**src/rtl/conv_mac_accumulate.sv**
```systemverilog
// Windowed multiply-accumulate: sums TAPS pixel*coeff products per window and emits one sum with a start pulse.
// Optional build macro ACC_SATURATE_EN clamps the final 18-bit sum to 16'hFFFF instead of wrapping modulo 2^16.
module conv_mac_accumulate #(
    parameter int TAPS  = 9,
    parameter int CNT_W = 4
) (
    input  logic        clock,
    input  logic        reset,
    input  logic        ValidIn,
    input  logic        FirstIn,
    input  logic [7:0]  PixelIn,
    input  logic [5:0]  CoeffIn,
    output logic        StartOut,
    output logic [15:0] DataOut,
    output logic        Busy,
    output logic        SeqErr
);

    // Handshake: there is no back-pressure; every cycle with ValidIn high offers one tap,
    // which the FSM either accepts into the pipeline or drops (setting SeqErr).
    typedef enum logic {IDLE, ACCUM} state_t;

    localparam logic [CNT_W-1:0] LAST_CNT = CNT_W'(TAPS - 1);

    state_t             state_q, state_d;
    logic [CNT_W-1:0]   cnt_q, cnt_d;
    logic               seq_err_q, seq_err_d;
    logic               accept, tag_first, tag_last;

    logic               s0_valid_q, s0_first_q, s0_last_q;
    logic [7:0]         s0_pix_q;
    logic [5:0]         s0_coeff_q;
    logic               p1_valid_q, p1_first_q, p1_last_q;
    logic [13:0]        p1_prod_q;
    logic [17:0]        acc_q, acc_d, sum_w;
    logic               start_q, start_d;
    logic [15:0]        data_q, data_d;

    always_comb begin
        state_d   = state_q;
        cnt_d     = cnt_q;
        seq_err_d = seq_err_q;
        accept    = 1'b0;
        tag_first = 1'b0;
        tag_last  = 1'b0;
        case (state_q)
            IDLE: begin
                if (ValidIn && FirstIn) begin
                    accept    = 1'b1;
                    tag_first = 1'b1;
                    cnt_d     = CNT_W'(1);
                    state_d   = ACCUM;
                end else if (ValidIn) begin
                    seq_err_d = 1'b1;
                end
            end
            ACCUM: begin
                if (ValidIn) begin
                    accept = 1'b1;
                    // A restart mid-window overwrites the accumulator, so the partial sum never emerges.
                    if (FirstIn) begin
                        tag_first = 1'b1;
                        seq_err_d = 1'b1;
                        cnt_d     = CNT_W'(1);
                    end else if (cnt_q == LAST_CNT) begin
                        tag_last = 1'b1;
                        cnt_d    = '0;
                        state_d  = IDLE;
                    end else begin
                        cnt_d = cnt_q + CNT_W'(1);
                    end
                end
            end
            default: state_d = IDLE;
        endcase
    end

    always_comb begin
        sum_w   = p1_first_q ? 18'(p1_prod_q) : acc_q + 18'(p1_prod_q);
        acc_d   = p1_valid_q ? sum_w : acc_q;
        start_d = p1_valid_q && p1_last_q;
        data_d  = '0;
        if (start_d) begin
`ifdef ACC_SATURATE_EN
            data_d = (sum_w > 18'h0FFFF) ? 16'hFFFF : sum_w[15:0];
`else
            data_d = sum_w[15:0];
`endif
        end
    end

    always_ff @(posedge clock) begin
        if (reset) begin
            state_q    <= IDLE;
            cnt_q      <= '0;
            seq_err_q  <= 1'b0;
            s0_valid_q <= 1'b0;
            s0_first_q <= 1'b0;
            s0_last_q  <= 1'b0;
            s0_pix_q   <= '0;
            s0_coeff_q <= '0;
            p1_valid_q <= 1'b0;
            p1_first_q <= 1'b0;
            p1_last_q  <= 1'b0;
            p1_prod_q  <= '0;
            acc_q      <= '0;
            start_q    <= 1'b0;
            data_q     <= '0;
        end else begin
            state_q    <= state_d;
            cnt_q      <= cnt_d;
            seq_err_q  <= seq_err_d;
            s0_valid_q <= accept;
            s0_first_q <= tag_first;
            s0_last_q  <= tag_last;
            s0_pix_q   <= PixelIn;
            s0_coeff_q <= CoeffIn;
            p1_valid_q <= s0_valid_q;
            p1_first_q <= s0_first_q;
            p1_last_q  <= s0_last_q;
            p1_prod_q  <= 14'(s0_pix_q) * 14'(s0_coeff_q);
            acc_q      <= acc_d;
            start_q    <= start_d;
            data_q     <= data_d;
        end
    end

    assign StartOut = start_q;
    assign DataOut  = data_q;
    assign Busy     = (state_q == ACCUM);
    assign SeqErr   = seq_err_q;

endmodule

```
**config.mk**
```make
export PLATFORM = sky130hd
export DESIGN_NAME = conv_mac_accumulate
export DESIGN_NICKNAME = d
export VERILOG_FILES = /design/src/rtl/conv_mac_accumulate.sv
export SDC_FILE = /design/constraint.sdc
export NUM_CORES = 1
export LEC_CHECK = 0
export CAP_MARGIN = 20
export CORE_AREA = 2 2 92 94
export CTS_BUF_LIST = sky130_fd_sc_hd__clkbuf_8
export DETAILED_ROUTE_END_ITERATION = 10
export DIE_AREA = 0 0 94 96
export DONT_BUFFER_PORTS = 1
export GPL_ROUTABILITY_DRIVEN = 0
export PLACE_DENSITY = 0.74
export SYNTH_ARGS = -nofsm -noshare
export SYNTH_HDL_FRONTEND = slang
export SYNTH_SLANG_ARGS = --single-unit
```
**constraint.sdc**
```tcl
create_clock -name clock -period 3.7 [get_ports clock]
set_clock_uncertainty 0.1 [all_clocks]
set_input_delay 0.37 -clock clock [delete_from_list [all_inputs] [get_ports clock]]
set_output_delay 0.37 -clock clock [all_outputs]
set_load 0.02 [all_outputs]
```
**Word level (Yosys, flattened, before mapping)**

Index checks and enable logic that the tools add are counted.

- Input port bits: 18
- Word-level logic and storage cells: 55
- Output and inout bits: 19
- Register bits after elaboration: 75

- Bitwise gates (word level): 3
- Equality and inequality tests: 6
- $add $sub $neg: 2
- Multiplexer cells: 22
- Multiply operators: 1
- Reduce and logical (&&, ||, !) cells: 6

Operators by type and width:

| operator | count |
|---|---|
| $add 18x14->18 | 1 |
| $mux 18 | 1 |
| $mux 4 | 4 |
| $mul 8x6->14 | 1 |
| $mux 1 | 12 |
| $ne 2x2->1 const B | 5 |
| $pmux 1 s2 | 4 |
| $pmux 4 s2 | 1 |
| $add 4x1->4 const B | 1 |
| $eq 4x4->1 const B | 1 |
| $reduce_and 4->1 | 1 |
| $reduce_or 4->1 | 1 |
| $not 1->1 | 3 |
| $logic_and 1x1->1 | 2 |
| $reduce_and 2->1 | 1 |
| $reduce_or 2->1 | 1 |

**Depth between registers and ports, before layout**

Gate-level depths: netlist of the first run.

- Word-level depth: 5
- Mapped depth: 15
- Depth with buffers taken out: 15

**Worst setup path before layout of the first run**

No wires, ideal clock.

- Path kind: flip-flop to flip-flop
- Start point: register s0_coeff_q[2]
- End point: register p1_prod_q[11]
- Stages on the path, launching flop included: 15
- Arrival: 3.256 ns
- Data required time: 3.472 ns
- Clock period less this slack: 3.484 ns
- Buffers on the path: 0
- Setup time: 0.128 ns
- Slack: 0.216 ns
- Cells stage by stage: dfxtp_1 > and2_1 > fa_1 > inv_1 > fa_1 > fa_1 > inv_1 > ha_1 > nor2b_1 > o21ai_0 > a21oi_1 > o21ai_0 > a21oi_1 > xnor2_1 > nor2_1

- Word-level cells in the longest chain between the ends: 1

RTL lines:

| what | RTL line | source |
|---|---|---|
| start: declaration | 32 | `logic [5:0] s0_coeff_q;` |
| start signal: assignment | 117 | `s0_coeff_q <= CoeffIn;` |
| $mul 8x6->14 | 121 | `p1_prod_q <= 14'(s0_pix_q) * 14'(s0_coeff_q);` |
| end signal: assignment | 121 |  |
| end: declaration | 34 | `logic [13:0] p1_prod_q;` |

No other way between the ends.
A chain may end at the register's enable or synchronous reset.

**Worst setup path after layout of the first run**

Same ends and word-level chain as after synthesis.

==> results of run 1 <==
state kept, by name (all words and copies together), names as in the netlist:
signal / count
DataOut: 16
acc_q: 16
p1_prod_q: 14
s0_pix_q: 8
s0_coeff_q: 6
cnt_q: 4
Busy: 1
SeqErr: 1
StartOut: 1
p1_first_q: 1
p1_last_q: 1
p1_valid_q: 1
s0_first_q: 1
s0_last_q: 1
s0_valid_q: 1
cells by family (layout without fill, tap and decap cells):
logic type      count (synthesis)  in the layout  share of synthesized area (%)
simple gates                  194            194                           22.0
compound gates                 89             89                           13.1
flops                          73             73                           32.6
mux                             5              5                           1.12
xor+xnor                       17             17                           3.33
fa+ha+maj                      64             64                           22.2
buf+inv                        66             70                           5.56
layer usage:
| layer | wire length [um] | vias to the layer above | GRT usage, % |
|---|---|---|---|
| met5 | 0 | - | 0 |
| met4 | 148 | 0 | 9.42 |
| met3 | 326 | 14 | 4.39 |
| met2 | 4150 | 71 | 34.4 |
| met1 | 3830 | 1531 | 24.4 |
| li1 | - | 1676 | - |
layout make-up:
cell class	instances	area, sq um	share of cell area (%)
Clock buffer	9	124	2.55
Clock inverter	7	53.8	1.11
Inverter	50	188	3.87
Multi-Input combinational cell	369	2830	58.4
Sequential cell	73	1470	30.4
Tap cell	105	131	2.71
Timing Repair Buffer	4	45.0	0.929
power groups by stage:
stage | logic (mW) | registers, mW | clock network, mW
floorplan | 0.182 | 0.851 | 0
global placement | 0.198 | 0.861 | 0
detailed placement | 0.207 | 0.862 | 0
CTS | 0.224 | 0.844 | 0.585
global route | 0.267 | 0.851 | 0.618
finish | 0.232 | 0.845 | 0.566
cells in the final DEF, fill, tap and decap left out, types with 3 or more instances in the layout:
cell type    n
nor2b_1     23
a21o_1       7
ha_1        36
o21ai_1      3
a31oi_1      4
nand2_1     36
xnor2_1     11
mux2i_1      5
nor3_1       9
clkbuf_8     9
inv_1       50
fa_1        26
dfxtp_2      7
a21oi_1     27
xor2_1       6
nand2b_1     4
and2_1      38
nand3_1      5
a311oi_1     4
nor2_1      60
a21oi_2      6
a211oi_1    11
nand3b_1     3
and3_1       3
clkinvlp_4   3
o21ai_0     11
dfxtp_1     65
how the worst max path moves through the flow:
stage | endpoint | slack (ns) | depth (start not counted)
after floorplan | p1_prod_q[11]$_SDFF_PP0_ | 0.22 | 14
after global placement | p1_prod_q[11]$_SDFF_PP0_ | 0.07 | 14
after detailed placement | p1_prod_q[13]$_SDFF_PP0_ | -0.10 | 14
after CTS | p1_prod_q[11]$_SDFF_PP0_ | 0.001 | 14
after global routing | p1_prod_q[11]$_SDFF_PP0_ | -0.05 | 14
final | p1_prod_q[11]$_SDFF_PP0_ | 0.12 | 14
timing repair:
item                       in CTS  in global routing
hold endpoints to repair       55                  0
pin swaps                       5                  5
resized for setup              10                 16
hold buffers                    2                  0
gates cloned                    0                  0
setup endpoints to repair       3                  5
==> reports/results.ini, run 1 <==
[status]
status=finished, final reports clean

[finish]
utilization_pct=60.2
postLayoutCellArea_sq_mm=0.00485
fillers=696
antenna_cells=0
syn2layout_area_growth_pct=8.30
drive_gt1_share_pct=9.18
final_nets=589
final_cells=617

[place]
place_inst=599
dp.final_hpwl_mm=6.20
pre_cts_ws_ns=-0.105
port_buffers=0
placed_area_sq_mm=0.00456

[sta]
setup_violations=0
tightestPinTransition_ns=0.755
setup_ws_ns=0.120
max_freq_ghz=0.279
max_slew_margin_pct=49.6
final_max_slew_viol_count=0
timing.hold.ws_ns=0.0395
setup_tns_ns=0
fin_crit_ns=3.58
finalCritPeriodShare_pct=96.8
final-hold-violation-count=0
rsz0062_at_grt=yes

[logic_synthesis]
synth_top_flop_cell=dfxtp_1
ys_seq_area_share_pct=32.6
ys_types=49
synth_cells=508
syn-num-nets=590
syn_area_sq_mm=0.00448
synth_seq_cells=73
netlist_top_cells_count=dfxtp_1 (73), nor2_1 (60), inv_1 (50), and2_1 (38), ha_1 (38)
yosysWarnings=0
synth.avg_cell_area_sq_um=8.81
synth_edf_count=0
synthTopCellsByArea=dfxtp_1 (33%), fa_1 (12%), ha_1 (11%)
synthArstFlopShare_pct=0
synth_largest_area_cell=dfxtp_1
synth_top_area_share_pct=32.6
yosysMostFrequentCell=dfxtp_1

[route]
drt_iter0_drc=91
route.detailed.drc=0
ant_nets=0
drt_pass1_iterations=5
wl_per_cell_um=13.7
wl_mm=8.46
dr_total_vias=3292
vias_per_cell=5.34

[power]
p_sw_uw=480
power_frac_comb_pct=14.1
swShare_pct=29.2
p_per_area_mw_per_mm2=339
p_int_mw=1.16
seqPwrFrac_pct=51.4
ir_drop_mv=0.212
finalPower_mw=1.64
p_clk_share_pct=34.4
power_leakage_nw=2.10

[clocking]
cts_tree=done
cts_buffers=9
cts.reportedPaths.clkPinSlew_ns=0.08
cts_sinks=73
clockRootBuffer=clkbuf_8
cts-htree-levels=3
postCtsSetupBuffers=0
cts_buffer_depth=2
insertion_delay_ns=0.36

[worst_setup_path]
worstPathRequired_ns=3.84
crit_path_start_kind=flip-flop
reg2reg_slack_ns=0.12
rr_startpoint=s0_coeff_q[2]$_SDFF_PP0_
crit_type=reg2reg
critical_path.max_stage_delay_ns=0.55
path_buf_inv=2
crit_chain=and2_1 -> fa_1 -> inv_1 -> fa_1 -> fa_1 -> inv_1 -> ha_4 -> nor2b_4 -> o21ai_2 -> a21oi_2 -> o21ai_2 -> a21oi_2 -> xnor2_1 -> nor2_1
startpoint=s0_coeff_q[2]$_SDFF_PP0_
arrival_ns=3.72
end_kind=flip-flop
rr_endpoint=p1_prod_q[11]$_SDFF_PP0_
cpMostUsedCell=fa_1
worst_path_max_delay_cell=fa_1
cp_top_family=adder cells
r2r_cells=14
critPathMaxFanout=8

[floorplanning]
core.rowCount=33
pin_count=37
dieArea_sq_mm=0.00902
die_x_um=94
start_util_pct=55.6
core_area_sq_mm=0.00805
die_h_um=96

[hold_path]
hp-class=in2reg
min_to=s0_coeff_q[0]$_SDFF_PP0_
holdCritStartpoint=CoeffIn[0]
holdPathStages=1

[global_routing]
antenna_found_initial=0
gr-total-overflow=0
grt_pass1_vias=3233
track_usage_pct=20.2
grt_max_degree=56
grt_pass1_wl_mm=14.3

[job]
cap_violations=0

No activity file was read; power rests on OpenSTA's default activity.
==> inputs of run 2 (changes only) <==
CORE_AREA = 2 2 129 68   (was 2 2 92 94)
DIE_AREA = 0 0 131 70   (was 0 0 94 96)
==> reports/results.ini, run 2 (same netlist as run 1, synthesis figures left out) <==
[worst_setup_path]
startpoint=s0_pix_q[3]$_SDFF_PP0_  ; was s0_coeff_q[2]$_SDFF_PP0_
crit_type=reg2reg  ; unchanged
r2r_cells=14  ; unchanged
rr_startpoint=s0_pix_q[3]$_SDFF_PP0_  ; was s0_coeff_q[2]$_SDFF_PP0_
worstPathRequired_ns=3.85  ; was 3.84 ns
critPathMaxFanout=6  ; was 8
arrival_ns=3.73  ; was 3.72 ns
end_kind=flip-flop  ; unchanged
crit_path_start_kind=flip-flop  ; unchanged

[finish]
mostFrequentLayoutCells=dfxtp_1 (65), nor2_1 (60), inv_1 (51), and2_1 (37), nand2_1 (36)  ; was dfxtp_1 (65), nor2_1 (60), inv_1 (50), and2_1 (38)
drive_gt1_share_pct=10.1  ; was 9.18%
postLayoutCellArea_sq_mm=0.00495  ; was 0.00485 sq mm
syn2layout_area_growth_pct=10.6  ; was 8.30%
final_cells=632  ; was 617
final_nets=592  ; was 589
fillers=707  ; was 696
final_common_cell=dfxtp_1  ; unchanged
antenna_cells=0  ; unchanged

[power]
p_int_mw=1.31  ; was 1.16 mW
swShare_pct=26.3  ; was 29.2%
seqPwrFrac_pct=47.5  ; was 51.4%
ir_drop_mv=0.226  ; was 0.212 mV
p_clk_share_pct=38.9  ; was 34.4%
p_per_area_mw_per_mm2=360  ; was 339 mW/mm^2
power_frac_comb_pct=13.6  ; was 14.1%
power_leakage_nw=2.16  ; was 2.10 nW
p_sw_uw=468  ; was 480 uW

[route]
vias_per_cell=5.34  ; about the same
drt_pass1_iterations=5  ; unchanged
route.detailed.drc=0  ; unchanged
wl_mm=9.29  ; was 8.46 mm
dr_total_vias=3376  ; was 3,292
drt_iter0_drc=223  ; was 91
ant_nets=0  ; unchanged
wl_per_cell_um=14.7  ; was 13.7 um

[global_routing]
grt_pass1_wl_mm=15.9  ; was 14.3 mm
gr-total-overflow=0  ; unchanged
busiest_layer=met2  ; unchanged
grt_use_met2_pct=32.4  ; was 34.4%
grt_use_met3_pct=8.12  ; was 4.39%
grt_pass1_vias=3375  ; was 3,233
track_usage_pct=22.3  ; was 20.2%
grtUsageMet1_pct=31.1  ; was 24.4%
grt_max_degree=57  ; was 56
antenna_found_initial=0  ; unchanged

[floorplanning]
die_x_um=131  ; was 94 um
dieArea_sq_mm=0.00917  ; was 0.00902 sq mm
die_h_um=70  ; was 96 um
core.rowCount=24  ; was 33
core_area_sq_mm=0.00826  ; was 0.00805 sq mm
pin_count=37  ; unchanged
start_util_pct=54.2  ; was 55.6%

[clocking]
cts-htree-levels=3  ; unchanged
clockRootBuffer=clkbuf_8  ; unchanged
insertion_delay_ns=0.37  ; was 0.36 ns
cts_buffer_depth=2  ; unchanged
cts_sinks=73  ; unchanged
cts.reportedPaths.clkPinSlew_ns=0.08  ; about the same
cts_tree=done  ; unchanged
cts_buffers=9  ; unchanged

[hold_path]
holdCritStartpoint=PixelIn[3]  ; was CoeffIn[0]
holdPathStages=1  ; unchanged
hp-class=in2reg  ; unchanged

[place]
placed_area_sq_mm=0.00461  ; was 0.00456 sq mm
port_buffers=0  ; unchanged
dp.final_hpwl_mm=6.67  ; was 6.20 mm
pre_cts_ws_ns=-0.231  ; was -0.105 ns
place_inst=615  ; was 599

[sta]
tightestPinTransition_ns=0.744  ; was 0.755 ns
max_slew_margin_pct=50.3  ; was 49.6%
rsz0062_at_grt=yes  ; unchanged
setup_ws_ns=0.125  ; was 0.120 ns
finalCritPeriodShare_pct=96.6  ; was 96.8%
max_freq_ghz=0.280  ; was 0.279 GHz
final_max_slew_viol_count=0  ; unchanged
final-hold-violation-count=0  ; unchanged
fin_crit_ns=3.57  ; was 3.58 ns
setup_violations=0  ; unchanged

[job]
cap_violations=0  ; unchanged

[status]
status=finished, final reports clean  ; unchanged

## run 2: power groups by stage
stage	clock network, mW	logic [mW]	registers [mW]
5_1_grt	0.749	0.277	0.851
3_5_place_dp	0	0.213	0.863
3_3_place_gp	0	0.204	0.861
2_1_floorplan	0	0.182	0.851
6_report	0.694	0.243	0.846
4_1_cts	0.705	0.229	0.844
## run 2: repair_timing
action	in CTS	in global routing
pin swaps	7	8
buffers inserted	0	0
endpoints found under the setup margin	3	5
hold endpoints to repair	56	0
hold buffers	1	0
resized for setup	8	21
gates cloned	0	0
## run 2: path summary, 6_finish.rpt
kind | end | slack [ns]
max reg2reg | p1_prod_q[13]$_SDFF_PP0_ | 0.13
max | p1_prod_q[13]$_SDFF_PP0_ | 0.13
min reg2reg | p1_first_q$_SDFF_PP0_ | 0.34
min | s0_pix_q[3]$_SDFF_PP0_ | 0.02
## run 2: area by class of cell
cell class | instances | area (sq um) | area share, %
timing repair buffer | 7 | 65.1 | 1.31
inverter | 50 | 188 | 3.79
tap | 117 | 146 | 2.96
clock inverter | 6 | 82.6 | 1.67
clock buffer | 10 | 138 | 2.78
sequential | 73 | 1470 | 29.8
multi-input combinational | 369 | 2860 | 57.7
## run 2: routing by layer
| layer | share of wire (%) | vias to the layer above |
|---|---|---|
| li1 | - | 1687 |
| met1 | 47 | 1577 |
| met2 | 44 | 100 |
| met3 | 7.6 | 12 |
| met4 | 1.3 | 0 |
| met5 | 0 | - |
## run 2: worst max-delay path, cell delays in order, from the launching register on
cell     delay, ns
dfxtp_4       0.37
and2_4        0.16
fa_1          0.53
inv_1         0.05
fa_1          0.47
fa_1          0.49
inv_1         0.06
ha_4          0.25
nor2b_2       0.16
o21ai_2       0.19
a21oi_4       0.11
nor4_4        0.18
o21ai_2       0.10
xnor2_1       0.17
nor2_1        0.06
## run 2: metrics by stage
step                      setup TNS (ns)  utilization (%)  hold WS [ns]  power, mW
final                                  0             60.0        0.0244       1.78
after global routing             -0.0359             60.0        0.0146       1.88
after CTS                              0             59.0        0.0225       1.78
after detailed placement          -0.362             55.8         0.326       1.08
after global placement          -0.00969             55.8         0.316       1.07
after floorplan                        0                -         0.314       1.03
